[src/rtl/hc595_pkg.sv]
// Shared types and constants for the 74HC595 chain driver.
package hc595_pkg;

  typedef enum logic [1:0] {
    StIdle,
    StShLo,
    StShHi,
    StLatch
  } hc595_state_e;

  localparam int unsigned RefreshGapMult = 64;

  // Bit-counter width for a frame of w bits; a 1-bit counter is the floor.
  function automatic int unsigned cnt_width(input int unsigned w);
    return (w < 2) ? 1 : $clog2(w);
  endfunction

endpackage

[src/rtl/hc595_clk_div.sv]
// Bit-rate divider: counts 0..DivMax while enabled and flags the terminal count.
module hc595_clk_div #(
  parameter int unsigned DivMax = 4
) (
  input  logic Clk,
  input  logic Rst_n,
  input  logic en_i,
  input  logic clr_i,
  output logic tick_o
);

  localparam int unsigned DivW = (DivMax < 1) ? 1 : $clog2(DivMax + 1);

  logic [DivW-1:0] div_q, div_d;

  assign tick_o = (div_q == DivW'(DivMax));

  always_comb begin
    div_d = div_q;
    if (clr_i) begin
      div_d = '0;
    end else if (en_i) begin
      div_d = tick_o ? '0 : div_q + DivW'(1);
    end
  end

  always_ff @(posedge Clk or negedge Rst_n) begin
    if (!Rst_n) begin
      div_q <= '0;
    end else begin
      div_q <= div_d;
    end
  end

endmodule

[src/rtl/hc595_chain_driver.sv]
// Serial driver for daisy-chained 74HC595 shift registers with a one-frame send buffer.
// Define HC595_AUTO_REFRESH_EN to re-send the last frame after a long idle gap.
module hc595_chain_driver
  import hc595_pkg::*;
#(
  parameter int unsigned DATA_WIDTH = 16,
  parameter int unsigned DIV_MAX    = 4,
  parameter int unsigned LSB_FIRST  = 0
) (
  input  logic                  Clk,
  input  logic                  Rst_n,
  input  logic [DATA_WIDTH-1:0] Data,
  input  logic                  S_EN,
  output logic                  Busy,
  output logic                  Done,
  output logic                  Pend,
  output logic                  SH_CP,
  output logic                  ST_CP,
  output logic                  DS
);

  localparam int unsigned CntW = cnt_width(DATA_WIDTH);

  hc595_state_e state_q, state_d;
  logic [CntW-1:0] bitcnt_q, bitcnt_d;
  logic [DATA_WIDTH-1:0] shreg_q, shreg_d, pend_data_q, pend_data_d;
  logic pend_q, pend_d, busy_q, busy_d, done_q, done_d;
  logic sh_cp_q, sh_cp_d, st_cp_q, st_cp_d, ds_q, ds_d;

  logic tick, start, refresh_start, refresh_due, in_refresh;
  logic [DATA_WIDTH-1:0] start_data, refresh_data;

  function automatic logic [DATA_WIDTH-1:0] shift_once(input logic [DATA_WIDTH-1:0] w);
    return (LSB_FIRST != 0) ? (w >> 1) : (w << 1);
  endfunction

  function automatic logic lead_bit(input logic [DATA_WIDTH-1:0] w);
    return (LSB_FIRST != 0) ? w[0] : w[DATA_WIDTH-1];
  endfunction

  hc595_clk_div #(
    .DivMax(DIV_MAX)
  ) u_clk_div (
    .Clk   (Clk),
    .Rst_n (Rst_n),
    .en_i  (state_q != StIdle),
    .clr_i (start),
    .tick_o(tick)
  );

  always_comb begin
    state_d       = state_q;
    bitcnt_d      = bitcnt_q;
    shreg_d       = shreg_q;
    pend_d        = pend_q;
    pend_data_d   = pend_data_q;
    sh_cp_d       = sh_cp_q;
    st_cp_d       = st_cp_q;
    ds_d          = ds_q;
    done_d        = 1'b0;
    start         = 1'b0;
    refresh_start = 1'b0;
    start_data    = Data;

    unique case (state_q)
      StIdle: begin
        if (S_EN) begin
          start = 1'b1;
        end else if (refresh_due) begin
          start         = 1'b1;
          refresh_start = 1'b1;
          start_data    = refresh_data;
        end
      end
      StShLo: begin
        if (tick) begin
          state_d = StShHi;
          sh_cp_d = 1'b1;
        end
      end
      StShHi: begin
        if (tick) begin
          sh_cp_d = 1'b0;
          if (bitcnt_q == CntW'(DATA_WIDTH - 1)) begin
            state_d = StLatch;
            st_cp_d = 1'b1;
          end else begin
            state_d  = StShLo;
            bitcnt_d = bitcnt_q + CntW'(1);
            shreg_d  = shift_once(shreg_q);
            ds_d     = lead_bit(shift_once(shreg_q));
          end
        end
      end
      StLatch: begin
        if (tick) begin
          st_cp_d = 1'b0;
          done_d  = !in_refresh;
          if (S_EN) begin
            start = 1'b1;
          end else if (pend_q) begin
            start      = 1'b1;
            start_data = pend_data_q;
          end else begin
            state_d = StIdle;
          end
        end
      end
      default: state_d = StIdle;
    endcase

    if (start) begin
      state_d  = StShLo;
      bitcnt_d = '0;
      shreg_d  = start_data;
      ds_d     = lead_bit(start_data);
      sh_cp_d  = 1'b0;
      st_cp_d  = 1'b0;
      pend_d   = 1'b0;
    end else if (S_EN && state_q != StIdle) begin
      // Latest request wins; the in-flight shift register is never touched.
      pend_d      = 1'b1;
      pend_data_d = Data;
    end

    busy_d = (state_d != StIdle);
  end

  always_ff @(posedge Clk or negedge Rst_n) begin
    if (!Rst_n) begin
      state_q     <= StIdle;
      bitcnt_q    <= '0;
      shreg_q     <= '0;
      pend_q      <= 1'b0;
      pend_data_q <= '0;
      busy_q      <= 1'b0;
      done_q      <= 1'b0;
      sh_cp_q     <= 1'b0;
      st_cp_q     <= 1'b0;
      ds_q        <= 1'b0;
    end else begin
      state_q     <= state_d;
      bitcnt_q    <= bitcnt_d;
      shreg_q     <= shreg_d;
      pend_q      <= pend_d;
      pend_data_q <= pend_data_d;
      busy_q      <= busy_d;
      done_q      <= done_d;
      sh_cp_q     <= sh_cp_d;
      st_cp_q     <= st_cp_d;
      ds_q        <= ds_d;
    end
  end

`ifdef HC595_AUTO_REFRESH_EN
  localparam int unsigned RefreshGap = RefreshGapMult * (DIV_MAX + 1);
  localparam int unsigned GapW       = $clog2(RefreshGap);

  logic [GapW-1:0] gap_q, gap_d;
  logic [DATA_WIDTH-1:0] last_q, last_d;
  logic last_vld_q, last_vld_d, in_refresh_q, in_refresh_d;

  always_comb begin
    gap_d        = '0;
    last_d       = last_q;
    last_vld_d   = last_vld_q;
    in_refresh_d = in_refresh_q;
    if (state_q == StIdle && state_d == StIdle && last_vld_q) begin
      gap_d = gap_q + GapW'(1);
    end
    if (start) begin
      in_refresh_d = refresh_start;
      if (!refresh_start) begin
        last_d     = start_data;
        last_vld_d = 1'b1;
      end
    end
  end

  always_ff @(posedge Clk or negedge Rst_n) begin
    if (!Rst_n) begin
      gap_q        <= '0;
      last_q       <= '0;
      last_vld_q   <= 1'b0;
      in_refresh_q <= 1'b0;
    end else begin
      gap_q        <= gap_d;
      last_q       <= last_d;
      last_vld_q   <= last_vld_d;
      in_refresh_q <= in_refresh_d;
    end
  end

  assign refresh_due  = (state_q == StIdle) && last_vld_q && (gap_q == GapW'(RefreshGap - 1));
  assign refresh_data = last_q;
  assign in_refresh   = in_refresh_q;
`else
  assign refresh_due  = 1'b0;
  assign refresh_data = '0;
  assign in_refresh   = 1'b0;
`endif

  assign Busy  = busy_q;
  assign Done  = done_q;
  assign Pend  = pend_q;
  assign SH_CP = sh_cp_q;
  assign ST_CP = st_cp_q;
  assign DS    = ds_q;

endmodule
[config.mk]
export PLATFORM = sky130hd
export DESIGN_NAME = hc595_chain_driver
export DESIGN_NICKNAME = d
export VERILOG_FILES = /design/src/rtl/hc595_pkg.sv /design/src/rtl/hc595_clk_div.sv /design/src/rtl/hc595_chain_driver.sv
export SDC_FILE = /design/constraint.sdc
export NUM_CORES = 1
export LEC_CHECK = 0
export ABC_AREA = 1
export BUFFER_PORTS_ARGS = -buffer_cell sky130_fd_sc_hd__clkbuf_2
export CORE_AREA = 2 2 69 71
export CTS_BUF_LIST = sky130_fd_sc_hd__clkbuf_16
export CTS_CLUSTER_DIAMETER = 60
export CTS_CLUSTER_SIZE = 30
export DETAILED_ROUTE_END_ITERATION = 8
export DIE_AREA = 0 0 71 73
export HOLD_SLACK_MARGIN = 0.02
export PLACE_DENSITY = 0.77
export SYNTH_ARGS = -nofsm -noshare
export SYNTH_HDL_FRONTEND = slang
export SYNTH_SLANG_ARGS = --single-unit
export TNS_END_PERCENT = 50
[constraint.sdc]
create_clock -name Clk -period 1.61 [get_ports Clk]
set_input_delay 0.322 -clock Clk [delete_from_list [all_inputs] [get_ports Clk]]
set_output_delay 0.322 -clock Clk [all_outputs]
set_load 0.02 [all_outputs]
==> results by group <==
Global route
  – M1 GR Usage: 28.24%
  – Initial antenna violation count: 0
  – First-pass GRT wire length: 8901 µm
  – Met2 Use GR: 36.66%
  – Vias in the first global route: approximately 2000
  – GRT busiest layer: met2
  – Global-route usage over all layers: 22.06%
  – GR Overflow Total: 0
  – Global routing usage on met3: about 5%
  – Largest net degree at the start of global routing: 47

Floorplan
  – Starting density of the core: 55.14%
  – Die Y: 73 µm
  – Row count: 25
  – I/O pin cnt: 25
  – Die ar.: around 5200 µm²
  – Die W: 71 µm
  – Core region area: 4536 µm²

Logic synthesis
  – Synthesized area: 2501 µm²
  – Main synth FF type: dfrtp_1
  – Synth unique cells: 26
  – FF+latch count, synth: 46
  – Syn nets: 369
  – Post-Synthesis Cells: 342
  – Post-synthesis async set-or-reset flop share: 100.0%
  – Synth top area cells: dfrtp_1 (46%), nand2_1 (19%), inv_1 (6.9%)
  – Synth area leader: dfrtp_1
  – Post-synth EDFFs: 0
  – Post-synth top area share: 46.02%
  – Avg Cell Area, Syn: 7.313 µm²
  – Yosys warns: 0
  – Post-synthesis sequential area ratio: 46.02%

Worst setup path
  – R2R cell count: 9
  – Critical Path AT: 1840 ps
  – Reg2Reg Setup Slack: -50 ps
  – R2R Path Start: state_q[0]
  – CP Max Fanout: 5
  – CP endpoint kind: flop
  – Type of the worst setup path: flop to flop
  – Startpoint Class: flop
  – Setup crit end: u_clk_div.div_q[2]
  – CP startpoint: state_q[0]
  – FF-to-FF End: u_clk_div.div_q[2]
  – Req. time, crit path: 1790 ps

STA
  – Slew Viols, Final: 0
  – Peak Freq: 602.1 MHz
  – Count of final setup violators: 1
  – Final period utilization: 103.2%
  – Unrepaired setup endpoints after global routing: true
  – Worst slew pin tran: 327.1 ps
  – Fin Clk Skew: 5.927 ps
  – Final Hold Viols: 0
  – Min Tclk post-route: 1661 ps
  – Setup ws final: -50.93 ps
  – Tightest hold margin: 274.0 ps
  – Max transition margin: 78.11%

Detailed routing
  – Post-Route WL: 5897 µm
  – Post-route antenna net violation count: 0
  – Initial DRC count: 141
  – Drt wl/cell: between 10 and 15 µm
  – Remaining DRCs: 0
  – Drt pass-1 iters: 4
  – DR vias/cell: 5.041
  – DR vias: 2223

Power
  – Lkg Pwr: 1.753 nW
  – Worst-case vdd ir drop: 899.3 µV
  – Power per standard cell area: 1790 nW/µm²

Clock tree
  – Cts bufs inserted: 5
  – H-tree levels: 2
  – Clock Latency Late Sink: just under 300 ps
  – Clock sinks: 46
  – Clk root buf: clkbuf_16
  – CTS tree: done
  – Max clock buf depth: 2
  – Clk pin slew, worst setup/hold paths: 60 ps

Placed design
  – DP HPWL: 3345 µm
  – RePlAce Congestion: 0.7874
  – PortBufs: 24
  – Post-place instance area: 2788 µm²

Cells and area
  – Post-route core utilization: 70.95%
  – Diode count: 0
  – Synth-to-layout area growth: 28.66%
  – Finished Cell Area: 3218 µm²
  – Final Net Count: 413
  – Share of cells above drive strength 1: 23.51%

Worst hold path
  – Worst hold path type: primary input to flop

Outcome
  – Status: complete, but fails checks
  – Violated checks: setup timing

Run
  – MaxCap Viol Count: 0
what timing repair did:
action | in CTS | in global routing
setup endpoints to repair | 4 | 37
gates resized for setup | 3 | 41
hold buffers | 1 | 0
buffers inserted | 0 | 4
pin swaps | 0 | 6
cloned | 0 | 4
hold endpoints to repair | 7 | 0
cell families after synthesis:
family	share of synthesized area (%)
adder cells (fa/ha/maj)	4.002
buffers and inverters	10.96
AND/OR/NAND/NOR	31.12
flip-flops	46.02
AO/OA/AOI/OAI	7.554
XOR/XNOR	0.3502
metrics by stage:
stage          total power, mW  cells  setup TNS, ps  setup slack, ps
2_1_floorplan            3.416    342              0            143.6
3_3_place_gp             3.966    424              0            56.15
3_5_place_dp             4.065    424         -6.212           -6.201
4_1_cts                  5.109    433              0            3.142
5_1_grt                  6.161    441         -754.4           -144.2
6_report                 5.761    441         -50.93           -50.93
power by group:
group	internal [mW]	switching [mW]	total, mW
Clock	0.562	0.441	1.00
Combinational	1.19	1.50	2.70
Sequential	1.70	0.363	2.06
Total	3.45	2.31	5.76
cell usage in the layout (no fill, tap or decap), types with 3 or more instances in the layout:
master and n:
clkbuf_2 24, o21ai_0 17, nor2_2 11, buf_12 6
nor2_4 3, inv_1 43, nand3_1 10, buf_4 11
nor2_1 34, nand2_4 3, inv_2 5, dfrtp_1 45
nand3_2 3, ha_4 4, nand2_1 122, a21oi_1 9
o21ai_1 7, clkbuf_16 9, ha_1 3
cell type report:
type / instances / area, µm²
Clock buffer: 5 / 125.1
Clock inverter: 3 / 12.51
Fill cell: 327 / 1318
Inverter: 48 / 187.7
Multi-Input combinational cell: 237 / 1217
Sequential cell: 46 / 1152
Tap cell: 54 / 67.56
Timing Repair Buffer: 48 / 455.4
cell usage after synthesis (2+ instances only):
| library cell | instances |
|---|---|
| a21oi_1 | 11 |
| o21ai_0 | 19 |
| o21ai_1 | 5 |
| nand3_1 | 12 |
| nor2_1 | 46 |
| buf_2 | 4 |
| dfrtp_1 | 46 |
| nand2_2 | 2 |
| buf_6 | 5 |
| nand2_1 | 124 |
| inv_1 | 46 |
| ha_1 | 8 |
flip-flops by register name, summed over array words and instances (netlist names):
register and flops:
Busy 1, DS 1, Done 1, Pend 1
SH_CP 1, ST_CP 1, bitcnt_q 4, pend_data_q 16
shreg_q 15, state_q 2, u_clk_div.div_q 3
worst min path at each step:
stage / start / to / slack, ps / depth (start not counted)
after floorplan: Rst_n / Busy / 30 / 0
after CTS: Data[5] / pend_data_q[5] / 270 / 3
after global placement: Rst_n / state_q[1] / 330 / 2
after global routing: Data[5] / pend_data_q[5] / 300 / 3
final: Data[5] / pend_data_q[5] / 270 / 3
after detailed placement: Rst_n / state_q[1] / 330 / 2
layer usage:
metal / vias to the layer above / share of wire, %
met5: - / 0
met4: 0 / 1.8
met3: 10 / 3.6
met2: 41 / 49
met1: 1051 / 45
li1: 1121 / -
worst max-delay path: stages, from the launching register on:
cell     delay, ps
dfrtp_1        430
inv_2           80
ha_4           170
nand2_1         90
nand2_2         80
nand2_4        130
buf_12         150
nand2_1        130
a21oi_1        210
nor2_1          80
Note: power is estimated with default switching activity, not from simulation.
